$ cat src/rtl/uart_rx_core.sv
// uart_rx_core: parametrised UART receiver with a one-word valid/ready output
// stage. Deserialises LSB-first frames with optional parity and one or two
// stop bits, and reports frame, parity and overrun status with each word.
module uart_rx_core #(
    parameter int DELAY_FRAMES = 234,
    parameter int DATA_BITS    = 8,
    parameter int PARITY_MODE  = 0,
    parameter int STOP_BITS    = 1
) (
    input  logic                 clk,
    input  logic                 rst,
    input  logic                 uart_rx,
    output logic [DATA_BITS-1:0] rx_data,
    output logic                 rx_valid,
    input  logic                 rx_ready,
    output logic                 frame_err,
    output logic                 parity_err,
    output logic                 overrun_err
);

    localparam int CNT_W = $clog2(DELAY_FRAMES);
    localparam int HALF  = DELAY_FRAMES / 2;
    localparam int BIT_W = 4;

    localparam logic [CNT_W-1:0] CNT_LAST  = CNT_W'(DELAY_FRAMES - 1);
    localparam logic [CNT_W-1:0] HALF_LAST = CNT_W'(HALF - 1);
    localparam logic [BIT_W-1:0] DATA_LAST = BIT_W'(DATA_BITS - 1);
    localparam logic [BIT_W-1:0] STOP_LAST = BIT_W'(STOP_BITS - 1);

    typedef enum logic [2:0] {
        S_IDLE,
        S_START,
        S_DATA,
        S_PARITY,
        S_STOP,
        S_BREAK
    } state_t;

    logic                 rx_meta;
    logic                 rxs;
    state_t               state, state_n;
    logic [CNT_W-1:0]     cnt, cnt_n;
    logic [BIT_W-1:0]     bit_cnt, bit_cnt_n;
    logic [DATA_BITS-1:0] shift_r, shift_n;
    logic                 perr_r, perr_n;
    logic                 ferr_r, ferr_n;
    logic                 done;
    logic                 done_ferr;
    logic                 tick;

    // Two-flop synchroniser; resets to the idle-high line level so reset
    // release never looks like a start edge unless the pin really is low.
    always_ff @(posedge clk or posedge rst) begin
        if (rst) begin
            rx_meta <= 1'b1;
            rxs     <= 1'b1;
        end else begin
            // NOTE: non-blocking assignments keep both flops sampling the
            // pre-edge values, which is what makes this a two-stage chain.
            rx_meta <= uart_rx;
            rxs     <= rx_meta;
        end
    end

    // FSM state and bit-timing registers.
    always_ff @(posedge clk or posedge rst) begin
        if (rst) begin
            state   <= S_IDLE;
            cnt     <= '0;
            bit_cnt <= '0;
            shift_r <= '0;
            perr_r  <= 1'b0;
            ferr_r  <= 1'b0;
        end else begin
            state   <= state_n;
            cnt     <= cnt_n;
            bit_cnt <= bit_cnt_n;
            shift_r <= shift_n;
            perr_r  <= perr_n;
            ferr_r  <= ferr_n;
        end
    end

    assign tick = (cnt == CNT_LAST);

    // Next-state logic: bit sampling, shifting, parity/stop evaluation.
    always_comb begin
        // NOTE: every signal gets a default before the case so no path can
        // leave one unassigned and infer a latch.
        state_n   = state;
        cnt_n     = cnt + CNT_W'(1);
        bit_cnt_n = bit_cnt;
        shift_n   = shift_r;
        perr_n    = perr_r;
        ferr_n    = ferr_r;
        done      = 1'b0;
        done_ferr = 1'b0;

        unique case (state)
            S_IDLE: begin
                cnt_n = '0;
                if (!rxs) begin
                    state_n   = S_START;
                    bit_cnt_n = '0;
                    perr_n    = 1'b0;
                    ferr_n    = 1'b0;
                end
            end
            S_START: begin
                if (cnt == HALF_LAST) begin
                    cnt_n   = '0;
                    // A start bit that is high again at mid-bit was a glitch.
                    state_n = rxs ? S_IDLE : S_DATA;
                end
            end
            S_DATA: begin
                if (tick) begin
                    cnt_n   = '0;
                    shift_n = {rxs, shift_r[DATA_BITS-1:1]};
                    if (bit_cnt == DATA_LAST) begin
                        bit_cnt_n = '0;
                        state_n   = (PARITY_MODE != 0) ? S_PARITY : S_STOP;
                    end else begin
                        bit_cnt_n = bit_cnt + BIT_W'(1);
                    end
                end
            end
            S_PARITY: begin
                if (tick) begin
                    cnt_n   = '0;
                    state_n = S_STOP;
                    if (PARITY_MODE == 1) perr_n = ^shift_r ^ rxs;
                    else                  perr_n = ~(^shift_r ^ rxs);
                end
            end
            S_STOP: begin
                if (tick) begin
                    cnt_n = '0;
                    if (!rxs) ferr_n = 1'b1;
                    if (bit_cnt == STOP_LAST) begin
                        done      = 1'b1;
                        done_ferr = ferr_r | ~rxs;
                        bit_cnt_n = '0;
                        // Returning straight to IDLE lets a start bit that
                        // immediately follows the stop bit be caught.
                        state_n   = rxs ? S_IDLE : S_BREAK;
                    end else begin
                        bit_cnt_n = bit_cnt + BIT_W'(1);
                    end
                end
            end
            S_BREAK: begin
                cnt_n = '0;
                if (rxs) state_n = S_IDLE;
            end
            default: begin
                state_n = S_IDLE;
                cnt_n   = '0;
            end
        endcase
    end

    // Output slot: load a completed word when free, otherwise flag overrun.
    always_ff @(posedge clk or posedge rst) begin
        if (rst) begin
            rx_data     <= '0;
            rx_valid    <= 1'b0;
            frame_err   <= 1'b0;
            parity_err  <= 1'b0;
            overrun_err <= 1'b0;
        end else begin
            overrun_err <= 1'b0;
            if (done) begin
                if (!rx_valid || rx_ready) begin
                    rx_data    <= shift_r;
                    frame_err  <= done_ferr;
                    parity_err <= perr_r;
                    rx_valid   <= 1'b1;
                end else begin
                    overrun_err <= 1'b1;
                end
            end else if (rx_valid && rx_ready) begin
                rx_valid <= 1'b0;
            end
        end
    end

endmodule

$ cat config.mk
export PLATFORM = sky130hd
export DESIGN_NAME = uart_rx_core
export DESIGN_NICKNAME = d
export VERILOG_FILES = /design/src/rtl/uart_rx_core.sv
export SDC_FILE = /design/constraint.sdc
export NUM_CORES = 1
export LEC_CHECK = 0
export CORE_AREA = 10 10 74 101
export CTS_CLUSTER_SIZE = 24
export DETAILED_ROUTE_END_ITERATION = 8
export DIE_AREA = 0 0 84 111
export GPL_ROUTABILITY_DRIVEN = 0
export GPL_TIMING_DRIVEN = 0
export SETUP_SLACK_MARGIN = 0.3
export SYNTH_ARGS = -nofsm -noshare
export SYNTH_HDL_FRONTEND = slang
export SYNTH_SLANG_ARGS = --single-unit
$ cat constraint.sdc
create_clock -name clk -period 2 [get_ports clk]
set_input_delay 0.6 -clock clk [delete_from_list [all_inputs] [get_ports clk]]
set_output_delay 0.6 -clock clk [all_outputs]
set_load 0.005 [all_outputs]
Word-level counts from Yosys, hierarchy flattened
Index checks and enable logic that the tools add are counted.

storage, ports and cells
  word-level logic and storage cells = 92
  register bits after elaboration = 39
  output and inout bits = 12
  input port bits = 4

cells by class
  reductions and logical operators = 18
  muxes and demuxes = 37
  add/subtract/negate cells = 2
  equality and inequality tests = 18
  bitwise operators = 4

operators by type and width
  operator                                                               count
  3-bit two-way mux                                                      9
  4-bit two-way mux                                                      5
  2-bit != test, second input constant                                   9
  3-bit one-hot mux with 6 select lines                                  1
  8-bit two-way mux                                                      2
  8-bit one-hot mux with 2 select lines                                  1
  1-bit two-way mux                                                      15
  4-bit one-hot mux with 3 select lines                                  1
  8-bit by 1-bit adder with 8-bit output, second input constant          1
  8-bit by 7-bit equality test with 1-bit output, second input constant  1
  8-bit equality test, second input constant                             1
  4-bit AND reduction                                                    2
  8-bit AND reduction                                                    1
  8-bit XOR reduction                                                    1
  3-bit by 2-bit equality test with 1-bit output, second input constant  2
  3-bit equality test, second input constant                             2
  2-bit AND reduction                                                    3
  2-bit nonzero test                                                     3
  4-bit by 1-bit adder with 4-bit output, second input constant          1
  4-bit by 3-bit equality test with 1-bit output, second input constant  1
  4-bit logical NOT                                                      1
  1-bit one-hot mux with 2 select lines                                  2
  3-bit by 1-bit equality test with 1-bit output, second input constant  1
  3-bit logical NOT                                                      1
  11 further kinds                                                       12

Longest topological paths before layout
  depth after elaboration = 6
  depth in mapped cells = 7
  mapped depth without buffers = 6

Least setup slack after synthesis
No wires, ideal clock.

  path kind = register -> register
  start = register bit_cnt[0]
  end = register frame_err
  slack = 0.125 ns
  data arrival time = 1.750 ns
  clock period less this slack = 1.875 ns
  stages on the path, launching flop included = 7
  setup time = 0.125 ns
  path through = dfrtp_1 > inv_1 > ha_1 > or3b_4 > nor4b_4 > nand3_4 > mux2_2

on the way
  longest elaborated chain between the ends = 5
  elaborated cells between the ends (all ways) = 8

RTL lines
  what                           RTL line  text
  start, declared                43        logic [BIT_W-1:0] bit_cnt, bit_cnt_n;
  start signal, assigned         77        bit_cnt <= bit_cnt_n;
  4-bit logical NOT *            140       if (bit_cnt == STOP_LAST) begin
  1-bit two-way mux              140
  1-bit two-way mux              137       if (tick) begin
  1-bit two-way mux              99        unique case (state)
  2-bit AND reduction (no line)  n/a
  end signal, assigned           176       frame_err <= done_ferr;
  end, declared                  16        output logic frame_err,

Every way passes the cells marked *; elsewhere a longest branch is shown, timed or not.
A chain may end at the register's enable or synchronous reset.

Final worst setup path
  start = register bit_cnt[0]
  end = register rx_data[2]

on the way
  longest elaborated chain between the ends = 5

RTL lines
  what                           RTL line  text
  4-bit logical NOT              140
  1-bit two-way mux              140
  1-bit two-way mux              137
  1-bit two-way mux              99
  2-bit AND reduction (no line)  n/a
  end signal, assigned           175       rx_data <= shift_r;
  end, declared                  13        output logic [DATA_BITS-1:0] rx_data,

Every way passes these cells.

==> impl_metrics.yaml <==
outcome:
  status: "complete, no violations"
critical_path:
  crit_type: "flip-flop to flip-flop"
  cp_max_fo: 5
  cp.required_ns: 2.18
  start_kind: "flip-flop"
  crit_arrival_ns: 2.15
  end_kind: "flip-flop"
global_route:
  grt_overflow: 0
  grt_max_degree: 40
  antenna_found_initial: 0
  grt_usage: 0.0824
  grt_pass1_wl_um: 6360
  grt_pass1_vias: 1377
timing:
  fmax_ghz: 0.506
  slew_viol_final: 0
  finalCritPeriodShare: 0.988
  hold_slack_ns: 0.363
  worst_slack_ns: 0.0245
  fin_skew_ns: 0.00426
  hold_viol: 0
  rsz0062_at_grt: "yes"
  fin_crit_ns: 1.98
  worst_pin_slew_ns: 0.817
  slew_headroom: 0.455
  setup_violations: 0
layout:
  regArea_um2: 978
  final_cells: 276
  nets: 214
  area_delta_synth_final_pct: 36.7
  fillCellCount: 526
  final_area_um2: 2630
  multiInputGateArea_um2: 1070
  antenna_cells: 0
  drive_gt1_frac: 0.398
power_and_ir_drop:
  power_density_nw_per_um2: 610
  vdd_ir_drop_max_mv: 0.332
  power_frac_comb: 0.022
  p_int_mw: 1.30
  pwr-share-seq: 0.494
  p_sw_mw: 0.302
  p_total_mw: 1.60
  p_clk_frac: 0.484
  switching_share: 0.188
  leakagePower_nw: 1.20
logic_synthesis:
  yosys_warnings: 0
  synthTopCellsByArea: "dfrtp_1 (48%), mux2_2 (11%), xnor2_1 (4.1%), nor2_1 (3.3%), ha_1 (3.3%)"
  synth_fp_nets: 173
  ys_ff_latch: 39
  yosys.area.top_type_share: 0.482
  synth_cells: 164
  synth_edf_count: 0
  synth_area_um2: 1920
  yosys.cell_types.count: 41
  synthArstFlopShare: 1.00
  seq_area_frac_synth: 0.509
  syn_avg_cell_area_um2: 11.7
  synth_ff_type: "dfrtp_1"
  yosys.area.top_type: "dfrtp_1"
route:
  drtIter0Drc: 100
  vias: 1373
  viasPerCell: 4.97
  wirelength_um: 3850
  ant_nets: 0
  dr.pass1.iters: 4
  route.detailed.wl_per_inst_um: 14.0
  post-route-drc-count: 0
clock_network:
  cts-buffers-inserted: 5
  hold_buffers: 0
  clockBufferDepth: 2
  tritoncts: "built"
  htree_num_levels: 2
  cts_root_buffer: "clkbuf_8"
  insertion_delay_ns: 0.29
  path_clk_slew_ns: 0.08
  cts_num_sinks: 39
floorplan:
  initial_utilization: 0.337
  coreArea_um2: 5700
  row_count: 33
  fp.dieW_um: 84
  dieArea_um2: 9320
  die-height_um: 111
  pin_count: 16
placed_design:
  dp_hpwl_um: 2390
  port_buffers: 15
  dpl.cell_count: 249
  place_ws_ns: -0.00162
  place_area_um2: 2160
run:
  max_cap_viol_count: 0
hold_path:
  hold_path.class: "flip-flop to flip-flop"
## logic make-up (layout without fill, tap and decap cells)
family | Yosys count | count (layout) | synth area share
fa+ha+maj | 5 | 5 | 0.0326
flops | 39 | 39 | 0.509
buf+inv | 14 | 55 | 0.0306
mux | 19 | 19 | 0.111
compound gates | 20 | 20 | 0.0807
simple gates | 53 | 54 | 0.165
xor+xnor | 14 | 14 | 0.0710
## worst max-delay path, stage by stage (launching register included)
cell and delay [ns]:
dfrtp_1 0.40, inv_2 0.09, ha_4 0.12, or3b_4 0.40, nor4b_4 0.24, buf_4 0.17
nand3_4 0.11, mux2_4 0.33
## metrics by stage
step                       util   TNS, ns
after floorplan               -         0
after global placement    0.379    -13.86
after detailed placement  0.379  -0.00295
after CTS                 0.424         0
after global routing      0.461   -0.0863
final                     0.461         0
## synth_stat cells, drive strengths merged (2+ instances only)
cell,instances
clkbuf,2
dfstp,2
xnor2,9
a31oi,2
xor2,4
o21ai,3
dfrtp,37
inv,7
o211ai,2
a32o,2
mux2,18
a21oi,3
or4,2
or3b,2
nand2b,2
nand2,10
ha,5
buf,5
nor2b,2
and3,2
nor3b,2
o2bb2ai,2
nand3,5
nor3,3
nor2,17
## sequential cells by signal, summed over array words and instances (netlist names)
signal	flops
cnt	8
rx_data	8
shift_r	8
bit_cnt	4
state	3
ferr_r	1
frame_err	1
overrun_err	1
parity_err	1
perr_r	1
rx_meta	1
rx_valid	1
rxs	1
## per-layer routing
metal / GRT usage / routed length [um] / part of all wire / vias to the layer above
met5: 0 / 0 / 0 / -
met4: 0.0538 / 100 / 0.026 / 0
met3: 0.0213 / 133 / 0.035 / 5
met2: 0.137 / 1950 / 0.51 / 24
met1: 0.0894 / 1670 / 0.43 / 682
li1: - / - / - / 662
## layout by cell type (no fill, tap or decap), drive strengths merged, types with 2 or more instances in the layout
master,n
xor2,4
nor2,17
dfstp,2
nand2,10
o211ai,2
bufinv,2
a31oi,2
a32o,2
dlygate4sd2,12
inv,7
mux2,18
or3b,2
or4,2
a21oi,3
o21ai,3
nor3,3
o2bb2ai,2
xnor2,9
buf,22
clkdlybuf4s50,3
nand2b,2
nor2b,2
and3,2
ha,5
dfrtp,37
nor3b,2
clkbuf,9
nand3,6
## power by group through the flow
| stage | clock, mW | combinational, mW | sequential, mW |
|---|---|---|---|
| floorplan | 0 | 0.0225 | 0.807 |
| global placement | 0 | 0.0350 | 0.807 |
| detailed placement | 0 | 0.0358 | 0.807 |
| CTS | 0.802 | 0.0383 | 0.792 |
| global route | 0.829 | 0.0411 | 0.792 |
| finish | 0.776 | 0.0358 | 0.792 |
## final timing paths
path	start	endpoint	slack, ns	cells past startpoint
max	bit_cnt[0]$_DFFE_PP0P_	rx_data[2]$_DFFE_PP0P_	0.02	7
min reg2reg	rx_meta$_DFF_PP1_	rxs$_DFF_PP1_	0.36	0
max reg2reg	bit_cnt[0]$_DFFE_PP0P_	rx_data[2]$_DFFE_PP0P_	0.02	7
min in group asynchronous	rst	rx_data[7]$_DFFE_PP0P_	0.79	2
min	rx_meta$_DFF_PP1_	rxs$_DFF_PP1_	0.36	0
max in group asynchronous	rst	cnt[5]$_DFF_PP0_	0.70	2
## what timing repair did
| item | in CTS | in global routing |
|---|---|---|
| resized for setup | 25 | 37 |
| endpoints found under the setup margin | 45 | 35 |
| setup buffers | 11 | 7 |
| cloned | 1 | 0 |
| pin swaps | 4 | 11 |
## layout make-up
type	instances	share of cell area
Sequential cell	39	0.372
Tap cell	70	0.0333
Inverter	7	0.0110
Timing Repair Buffer	33	0.107
Clock buffer	6	0.0276
Buffer	7	0.0195
Clock inverter	2	0.0229
Multi-Input combinational cell	112	0.406
Note: power is estimated with default switching activity, not from simulation.
